[src/rtl/multicycle_bus_adapter.sv]
// Bridges the multicycle controller's single-cycle memory strobes onto a
// valid/ready request bus with variable-latency responses. Holds the core
// with stall while a transaction is outstanding, builds byte strobes for
// sub-word stores and formats (aligns, sign/zero-extends) load data.
module multicycle_bus_adapter #(
    parameter int XLEN = 32
) (
    input  logic            clock,
    input  logic            reset,
    input  logic            mem_read_enable,
    input  logic            mem_write_enable,
    input  logic            inst_or_data,
    input  logic [XLEN-1:0] pc,
    input  logic [XLEN-1:0] data_addr,
    input  logic [XLEN-1:0] store_data,
    input  logic [2:0]      funct3,
    output logic            stall,
    output logic [XLEN-1:0] read_data,
    output logic            misaligned,
    output logic            bus_req_valid,
    input  logic            bus_req_ready,
    output logic [XLEN-1:0] bus_addr,
    output logic            bus_we,
    output logic [XLEN-1:0] bus_wdata,
    output logic [3:0]      bus_wstrb,
    input  logic            bus_resp_valid,
    input  logic [XLEN-1:0] bus_rdata
);

    typedef enum logic [1:0] {
        IDLE = 2'd0,
        REQ  = 2'd1,
        WAIT = 2'd2,
        DONE = 2'd3
    } state_t;

    state_t          state_q, state_d;
    logic [31:0]     bus_addr_q, bus_addr_d;
    logic            bus_we_q, bus_we_d;
    logic [31:0]     bus_wdata_q, bus_wdata_d;
    logic [3:0]      bus_wstrb_q, bus_wstrb_d;
    logic [2:0]      funct3_q, funct3_d;
    logic [1:0]      offset_q, offset_d;
    logic [31:0]     read_data_q, read_data_d;
    logic            misaligned_q, misaligned_d;

    logic            strobe_s;
    logic [31:0]     req_addr_s;
    logic [2:0]      eff_funct3_s;
    logic            misalign_s;

    // Byte enables for a store of the given size at byte offset off.
    function automatic logic [3:0] store_strb(input logic [2:0] f3, input logic [1:0] off);
        logic [3:0] strb;
        case (f3[1:0])
            2'b00:   strb = 4'b0001 << off;
            2'b01:   strb = 4'b0011 << off;
            default: strb = 4'b1111;
        endcase
        return strb;
    endfunction

    // Replicate the stored byte/half across all lanes so any offset works.
    function automatic logic [31:0] store_lanes(input logic [2:0] f3, input logic [31:0] d);
        logic [31:0] w;
        case (f3[1:0])
            2'b00:   w = {4{d[7:0]}};
            2'b01:   w = {2{d[15:0]}};
            default: w = d;
        endcase
        return w;
    endfunction

    // Shift the addressed bytes down to bit 0 and extend per the access type.
    function automatic logic [31:0] load_format(input logic [2:0] f3, input logic [1:0] off,
                                                input logic [31:0] rdata);
        logic [31:0] s;
        logic [31:0] r;
        s = rdata >> {off, 3'b000};
        case (f3)
            3'b000:  r = {{24{s[7]}}, s[7:0]};
            3'b100:  r = {24'h000000, s[7:0]};
            3'b001:  r = {{16{s[15]}}, s[15:0]};
            3'b101:  r = {16'h0000, s[15:0]};
            default: r = s;
        endcase
        return r;
    endfunction

    // Request decode: fetches are always word accesses; a write wins over a read.
    always_comb begin
        strobe_s     = mem_read_enable | mem_write_enable;
        req_addr_s   = inst_or_data ? data_addr : pc;
        eff_funct3_s = (mem_write_enable || inst_or_data) ? funct3 : 3'b010;
        if (eff_funct3_s[1:0] == 2'b00) begin
            misalign_s = 1'b0;
        end else if (eff_funct3_s[1:0] == 2'b01) begin
            misalign_s = req_addr_s[0];
        end else begin
            misalign_s = (req_addr_s[1:0] != 2'b00);
        end
    end

    // Next-state and captured-field logic for the transaction FSM.
    always_comb begin
        state_d      = state_q;
        bus_addr_d   = bus_addr_q;
        bus_we_d     = bus_we_q;
        bus_wdata_d  = bus_wdata_q;
        bus_wstrb_d  = bus_wstrb_q;
        funct3_d     = funct3_q;
        offset_d     = offset_q;
        read_data_d  = read_data_q;
        misaligned_d = 1'b0;
        case (state_q)
            IDLE: begin
                if (strobe_s) begin
                    bus_addr_d  = {req_addr_s[31:2], 2'b00};
                    bus_we_d    = mem_write_enable;
                    bus_wdata_d = mem_write_enable ? store_lanes(eff_funct3_s, store_data) : 32'h0000_0000;
                    bus_wstrb_d = mem_write_enable ? store_strb(eff_funct3_s, req_addr_s[1:0]) : 4'b0000;
                    funct3_d    = eff_funct3_s;
                    offset_d    = req_addr_s[1:0];
                    if (misalign_s) begin
                        state_d      = DONE;
                        misaligned_d = 1'b1;
                        read_data_d  = 32'h0000_0000;
                    end else begin
                        state_d = REQ;
                    end
                end else begin
                    state_d = IDLE;
                end
            end
            REQ: begin
                if (bus_req_ready) begin
                    state_d = WAIT;
                end else begin
                    state_d = REQ;
                end
            end
            WAIT: begin
                if (bus_resp_valid) begin
                    state_d = DONE;
                    if (!bus_we_q) begin
                        read_data_d = load_format(funct3_q, offset_q, bus_rdata);
                    end else begin
                        read_data_d = read_data_q;
                    end
                end else begin
                    state_d = WAIT;
                end
            end
            DONE: begin
                state_d = IDLE;
            end
            default: begin
                state_d = IDLE;
            end
        endcase
    end

    // State and captured-field registers.
    always_ff @(posedge clock or posedge reset) begin
        if (reset) begin
            state_q      <= IDLE;
            bus_addr_q   <= 32'h0000_0000;
            bus_we_q     <= 1'b0;
            bus_wdata_q  <= 32'h0000_0000;
            bus_wstrb_q  <= 4'b0000;
            funct3_q     <= 3'b000;
            offset_q     <= 2'b00;
            read_data_q  <= 32'h0000_0000;
            misaligned_q <= 1'b0;
        end else begin
            state_q      <= state_d;
            bus_addr_q   <= bus_addr_d;
            bus_we_q     <= bus_we_d;
            bus_wdata_q  <= bus_wdata_d;
            bus_wstrb_q  <= bus_wstrb_d;
            funct3_q     <= funct3_d;
            offset_q     <= offset_d;
            read_data_q  <= read_data_d;
            misaligned_q <= misaligned_d;
        end
    end

    assign stall         = ((state_q == IDLE) && strobe_s) || (state_q == REQ) || (state_q == WAIT);
    assign bus_req_valid = (state_q == REQ);
    assign bus_addr      = bus_addr_q;
    assign bus_we        = bus_we_q;
    assign bus_wdata     = bus_wdata_q;
    assign bus_wstrb     = bus_wstrb_q;
    assign read_data     = read_data_q;
    assign misaligned    = misaligned_q;

endmodule

[config.mk]
export PLATFORM = sky130hd
export DESIGN_NAME = multicycle_bus_adapter
export DESIGN_NICKNAME = d
export VERILOG_FILES = /design/src/rtl/multicycle_bus_adapter.sv
export SDC_FILE = /design/constraint.sdc
export NUM_CORES = 1
export LEC_CHECK = 0
export CAP_MARGIN = 20
export CORE_MARGIN = 2
export CORE_UTILIZATION = 38
export DETAILED_ROUTE_END_ITERATION = 8
export PLACE_DENSITY = 0.75
export SYNTH_ARGS = -nofsm -noshare
export SYNTH_HDL_FRONTEND = slang
export SYNTH_SLANG_ARGS = --single-unit
[constraint.sdc]
create_clock -name clock -period 3.2 [get_ports clock]
set_input_delay 0.64 -clock clock [delete_from_list [all_inputs] [get_ports clock]]
set_output_delay 0.64 -clock clock [all_outputs]
set_load 0.05 [all_outputs]
==> qor.yml, run 1 <==
cts_resized: 0
dr.pass1.iters: 4
clk_root_buffer_cell: "clkbuf_16"
fp-row-count: 42
grtUsageTotal_pct: 22.2
cp-start-kind: "input pin"
gr-total-overflow: 0
cp-startpoint: "mem_read_enable"
critPathMaxFanout: 4
total_leakage_power_nw: 3.48
cap_violations: 0
slowest_stage: "clkdlybuf4s50_1"
finalHoldViolations: 0
cp.arrival_ps: 2070
internal_power_mw: 4.19
routed_wl_mm: 15.9
postRouteAntennaNets: 0
die_area_um2: 14600
first_iter_violations: 351
power_density_nw_per_um2: 1010
clkPwrFrac_pct: 13.5
worstSetupEndpointType: "primary output"
fp.dieW_um: 121
grt_pass1_vias: 4856
wl_per_cell_um: 17.9
ios: 242
dp_cells: 874
hold_buffers: 0
portBuffers: 239
avgViaCountPerCell: 5.23
tightest_slew_ps: 912
gr-usage-met1_pct: 28.9
nets: 847
path_clk_slew_ps: 70
areaGrowthSynthToFinish_pct: 55.6
pwr-share-comb_pct: 58.8
syn_avg_cell_area_um2: 10.8
drc: 0
yosysSeqAreaShare_pct: 51.5
crit_chain: "clkdlybuf4s50_1, nor2_1, nor2_1, or3_1, buf_4"
synthesis.area_um2: 5200
fillerInstances: 1100
seqPwrFrac_pct: 27.6
synth-seq-cells: 107
antenna_found_initial: 0
swShare_pct: 48.8
maxSlewHeadroom_pct: 39.2
grt.met2_usage_pct: 36.2
setup_viol_count_final: 0
regToRegEndpoint: "read_data[19]"
r2r_setup_slack_ps: 630
synth_async_sr_flop_share_pct: 100
cp.required_ps: 2560
synthCells: 481
grt-busiest-layer: "met2"
cts_buffers: 9
clkSinkCount: 107
synth_ff_type: "dfrtp_1"
final_cells: 890
start_util_pct: 39.1
clock_latency_ps: 350
fin_skew_ps: 9.21
gp_congestion: 0.841
synthDistinctLibCells: 38
rsz0062_at_grt: "false"
ir_worst_vdd_uv: 522
drive_gt1_share_pct: 8.40
power_mw: 8.19
tns_ps: 0
status: "finished, final reports clean"
grt_pass1_wl_mm: 25.6
crit_type: "input pin to primary output"
cts.path.max_buffers: 2
die_y_um: 121
crit_end: "stall"
fin_util_pct: 60.8
coreArea_um2: 13300
synth-edff-count: 0
hold_path_class: "register to register"
cts_tree: "done"
crit_top_cell: "nor2_1"
grt_max_degree: 58
ff2ff_path_depth: 4
cts_htree_levels: 3
period_needed_ps: 2710
vias: 4659
rr_startpoint: "offset_q[0]"
period_share_pct: 84.7
layout_common_cells: "237 x clkdlybuf4s50_1, 107 x dfrtp_1, 68 x nand2_1, 68 x o21ai_0, 65 x mux2i_1"
ys_warn_count: 0
max_freq_mhz: 369
maxSlewViolCount: 0
cp_slowest_stage_delay_ps: 460
final_common_cell: "clkdlybuf4s50_1"
switching_power_mw: 4.00
grt.met3_usage_pct: 5.83
insertedDiodeCount: 0
cts_setup_buffers: 0
hpwl_mm: 12.0
power groups by stage:
stage	clock network, mW	registers [mW]	logic, mW
floorplan	0	3.99	1.44
global placement	0	2.27	4.77
detailed placement	0	2.28	4.84
CTS	1.13	2.27	4.85
global route	1.19	2.34	5.11
finish	1.11	2.26	4.82
flip-flops by register name, indices dropped and copies added, names as in the netlist:
name        count
bus_wdata      32
offset_q        2
read_data      32
bus_wstrb       4
misaligned      1
bus_we          1
bus_addr       30
state_q         2
funct3_q        3
cell families after synthesis:
logic type / share of synthesized area (%)
AOI/OAI and AO/OA: 20.4
buffers and inverters: 3.78
DFF: 51.5
muxes: 15.8
other: 0.0722
and+or+nand+nor: 8.43
synth_stat cells (all sizes together) (5+ instances only):
library cell / n / area [um2]
nor2: 18 / 67.6
dfrtp: 107 / 2680
a221o: 17 / 170
nand2: 68 / 255
o2bb2ai: 20 / 175
a21oi: 17 / 85.1
mux2i: 65 / 651
mux2: 13 / 146
a22o: 15 / 131
o21ai: 70 / 354
clkbuf: 20 / 75.1
nor2b: 5 / 31.3
buf: 19 / 114
per-stage QoR:
step           cell area (um2)  hold WS (ps)  setup WS, ps
2_1_floorplan             5200           466           840
3_3_place_gp              7790           461           489
3_5_place_dp              7790           469           494
4_1_cts                   8090           485           490
5_1_grt                   8090           505           404
6_report                  8090           480           490
worst min path at each step:
stage	start	to	slack (ps)	depth (start not counted)
floorplan	funct3_q[2]	funct3_q[2]	470	2
global placement	bus_addr[22]	bus_addr[22]	460	2
detailed placement	bus_addr[22]	bus_addr[22]	470	2
CTS	bus_addr[22]	bus_addr[22]	490	2
global route	bus_addr[22]	bus_addr[22]	500	2
finish	bus_addr[13]	bus_addr[13]	480	2
critical path, delay by kind of cell:
family                 cells  cell delay, ps
buffers and inverters      2             650
AND/OR/NAND/NOR            3             780
cell type report:
class / instances / area (um2) / area share [%]
Sequential cell: 107 / 2680 / 33.1
Timing Repair Buffer: 255 / 2530 / 31.3
Multi-Input combinational cell: 334 / 2350 / 29.1
Clock buffer: 12 / 267 / 3.30
Tap cell: 176 / 220 / 2.72
Clock inverter: 4 / 30.0 / 0.371
Inverter: 2 / 11.3 / 0.139
per-layer routing:
metal  wire (um)  vias up
li1            -     2205
met1        6640     2238
met2        7670      197
met3        1340       19
met4         252        0
met5           0        -
Note: power is estimated with default switching activity, not from simulation.
==> run 2, diff against run 1 <==
- CORE_UTILIZATION: 38 -> 42
- PLACE_DENSITY: 0.75 -> 0.79
- clock period: 3.2 -> 2.8 ns (I/O delays scaled with it)
==> run 2 against run 1 <==
Effect of this change: non-clock buffer count rose by 3; via count rose by 2.6%; power rose by 14%; die area fell by 9.2%; cell count fell by 0.56%; first-iteration DRC count rose by 8.3%; register-to-register slack got worse by 150 ps; utilization rose by 6.2 points; flip-flop and latch count did not move; critical path depth did not move; largest cell class unchanged; highest routed layer unchanged.
==> qor.yml, run 2 (synthesis gave the netlist of run 1 again) <==
status: "finished, final reports clean"
dr.pass1.iters: 4
die_y_um: 115
grt_pass1_wl_mm: 25.4
die_area_um2: 13300
period_needed_ps: 2510
cts_htree_levels: 3
fp.dieW_um: 115
maxSlewHeadroom_pct: 40.6
wl_met2_mm: 7.83
clk_root_buffer_cell: "clkbuf_16"
cts_resized: 0
rsz0062_at_grt: "false"
crit_type: "input pin to primary output"
fillerInstances: 949
grtUsageTotal_pct: 24.6
max_freq_mhz: 398
nets: 850
pre_cts_ws_ps: 242
period_share_pct: 89.8
stdcell_area_um2: 8080
ios: 242
critPathMaxFanout: 2
start_util_pct: 43.1
total_leakage_power_nw: 3.48
antenna_found_initial: 0
power_mw: 9.35
hpwl_mm: 12.1
cts.path.max_buffers: 2
hold_buffers: 0
setup_viol_count_final: 0
first_iter_violations: 380
worstSetupEndpointType: "primary output"
portBuffers: 239
maxSlewViolCount: 0
routed_wl_mm: 15.9
power_density_nw_per_um2: 1160
fin_skew_ps: 5.00
dp_cells: 869
vias: 4778
fin_util_pct: 67.0
gr-total-overflow: 0
hold_path_class: "register to register"
clock_latency_ps: 340
final_common_cell: "clkdlybuf4s50_1"
wl_per_cell_um: 18.0
cp.arrival_ps: 1950
ir_worst_vdd_uv: 636
path_clk_slew_ps: 70
finalHoldViolations: 0
routed.top_layer: "met4"
cap_violations: 0
final_cells: 885
gp_congestion: 0.844
avgViaCountPerCell: 5.40
cp-start-kind: "input pin"
setup_ws_ps: 285
coreArea_um2: 12100
whs_ps: 479
insertedDiodeCount: 0
wl_met1_mm: 6.24
cts_buffers: 9
tns_ps: 0
cts_tree: "done"
grt_max_degree: 108
tightest_slew_ps: 891
drc: 0
fp-row-count: 40
clkSinkCount: 107
postRouteAntennaNets: 0
drive_gt1_share_pct: 8.65
layout_common_cells: "237 x clkdlybuf4s50_1, 107 x dfrtp_1, 68 x nand2_1, 68 x o21ai_0, 65 x mux2i_1"
areaGrowthSynthToFinish_pct: 55.6
grt_pass1_vias: 4993
placed_cell_area_um2: 7800
cp.required_ps: 2240
cts_setup_buffers: 0
dr_wl_met3_mm: 1.26
-- run 2: changes by cell type in the layout (fill, tap and decap cells not counted) --
cell        before  now
inv_6            2    1
buf_4           15   18
clkbuf_8         3    1
clkinvlp_4       2    4
clkbuf_1         0    1
-- run 2: final cells by class --
class	instances	area [um2]	share of cell area, %
timing repair buffer	258	2550	31.6
clock inverter	5	36.3	0.449
multi-input combinational	334	2350	29.1
tap	168	210	2.60
sequential	107	2680	33.1
clock buffer	11	243	3.00
inverter	2	11.3	0.139
-- run 2: final timing paths --
check | start | to | slack (ps) | cells after the start
min reg2reg | bus_addr[9] | bus_addr[9] | 480 | 2
min in group asynchronous | reset | misaligned | 700 | 3
max in group asynchronous | reset | bus_wdata[2] | 1630 | 3
min | bus_addr[9] | bus_addr[9] | 480 | 2
max reg2reg | offset_q[0] | read_data[28] | 480 | 4
max | mem_read_enable | stall | 290 | 5
-- run 2: worst max-delay path, cell delays in order --
cell and delay [ps]:
clkdlybuf4s50_1 460, nor2_1 240, nor2_1 100, or3_1 390
buf_4 200
-- run 2: where the power goes --
part | switching [mW] | internal, mW
clock | 0.566 | 0.630
combinational | 3.55 | 1.96
sequential | 0.453 | 2.19
-- run 2: metal layers --
layer / GRT usage (%) / up-vias
met4: 12.1 / 0
li1: - / 2204
met5: 0 / -
met3: 6.22 / 38
met1: 29.5 / 2316
met2: 41.3 / 220
==> run 3, diff against run 2 <==
- MAX_ROUTING_LAYER: default -> met4
==> run 3 against run 2 <==
Effect of this change: hold slack about the same; die area unchanged; combinational power about the same; cell count unchanged; register-to-register slack about the same; count of clock-buffer cells in the layout unchanged.
==> qor.yml, run 3 (synthesis gave the netlist of run 1 again) <==
postRouteAntennaNets: 0
tightest_slew_ps: 887
ff2ff_path_depth: 4
multiInputGateArea_um2: 2350
insertedDiodeCount: 0
portBuffers: 239
clk_root_buffer_cell: "clkbuf_16"
hpwl_mm: 12.1
drive_gt1_share_pct: 8.65
slowest_stage: "clkdlybuf4s50_1"
crit_family: "simple AND/OR/NAND/NOR gates"
final_cells: 885
maxSlewViolCount: 0
start_util_pct: 43.1
cp-start-kind: "input pin"
r2r_setup_slack_ps: 490
max_freq_mhz: 398
power_mw: 9.35
placed_cell_area_um2: 7800
layout_common_cells: "237 x clkdlybuf4s50_1, 107 x dfrtp_1, 68 x nand2_1, 68 x o21ai_0, 65 x mux2i_1"
cp.arrival_ps: 1960
final_common_cell: "clkdlybuf4s50_1"
finalHoldViolations: 0
cp.required_ps: 2240
die_area_um2: 13300
hold_path_class: "register to register"
whs_ps: 479
cts_resized: 0
cap_violations: 0
crit_type: "input pin to primary output"
cts.path.max_buffers: 2
period_share_pct: 89.8
crit_top_cell: "nor2_1"
power_density_nw_per_um2: 1160
first_iter_violations: 366
tns_ps: 0
die_y_um: 115
cp-startpoint: "mem_read_enable"
fillerInstances: 949
cts_tree: "done"
stdcell_area_um2: 8080
ir_worst_vdd_uv: 635
vias: 4748
dp_cells: 869
setup_ws_ps: 285
path_depth: 5
grt_max_degree: 108
areaGrowthSynthToFinish_pct: 55.6
avgViaCountPerCell: 5.36
cts_setup_buffers: 0
maxSlewHeadroom_pct: 40.9
gr-total-overflow: 0
setup_viol_count_final: 0
pre_cts_ws_ps: 242
wl_per_cell_um: 18.0
total_leakage_power_nw: 3.48
coreArea_um2: 12100
path_clk_slew_ps: 70
cp_slowest_stage_delay_ps: 460
period_needed_ps: 2520
clkSinkCount: 107
critPathMaxFanout: 2
grt_pass1_vias: 5009
grt_pass1_wl_mm: 25.4
antenna_found_initial: 0
ff_latch_area_um2: 2680
hold_depth: 2
gp_congestion: 0.857
grtUsageTotal_pct: 25.4
dr.pass1.iters: 5
worst-path-buf-inv: 2
hold_buffers: 0
rr_startpoint: "offset_q[0]"
fp-row-count: 40
crit_chain: "clkdlybuf4s50_1, nor2_1, nor2_1, or3_1, buf_4"
drc: 0
nets: 850
crit_end: "stall"
regToRegEndpoint: "read_data[28]"
fp.dieW_um: 115
clock_latency_ps: 350
fin_skew_ps: 5.86
cts_buffers: 9
rsz0062_at_grt: "false"
routed_wl_mm: 15.9
ios: 242
status: "finished, final reports clean"
worstSetupEndpointType: "primary output"
cts_htree_levels: 3
fin_util_pct: 67.0
run 3: cell counts in the layout (fill, tap and decap cells not counted):
No cell type changed its count.
run 3: worst min path at each step:
stage,endpoint,from
3_3_place_gp,bus_addr[24],bus_addr[24]
2_1_floorplan,funct3_q[2],funct3_q[2]
3_5_place_dp,bus_wdata[30],bus_wdata[30]
6_report,bus_addr[9],bus_addr[9]
5_1_grt,bus_addr[8],bus_addr[8]
4_1_cts,bus_addr[12],bus_addr[12]
run 3: layout make-up:
cell class                      count  area share [%]
Sequential cell                   107            33.1
Timing Repair Buffer              258            31.6
Multi-Input combinational cell    334            29.1
Clock buffer                       11            3.00
Tap cell                          168            2.60
Clock inverter                      5           0.449
Inverter                            2           0.139
run 3: report_power, final:
part / total [mW] / internal (mW) / switching (mW) / leakage, nW
combinational: 5.51 / 1.96 / 3.55 / 1.97
clock: 1.20 / 0.630 / 0.569 / 0.128
sequential: 2.64 / 2.19 / 0.453 / 1.38
run 3: worst register-to-register path, cell delays in order (launching register included):
cell,delay [ps]
dfrtp_1,750
mux2i_1,180
a2bb2oi_1,210
a2111oi_4,870
a221o_1,240
run 3: routing by layer:
metal  part of all wire, %  global-route usage (%)  up-vias
li1                      -                       -     2205
met1                    40                    30.2     2281
met2                    49                    41.3      223
met3                   7.4                    5.11       39
met4                   3.6                    12.1        0
met5                     0                       -        -
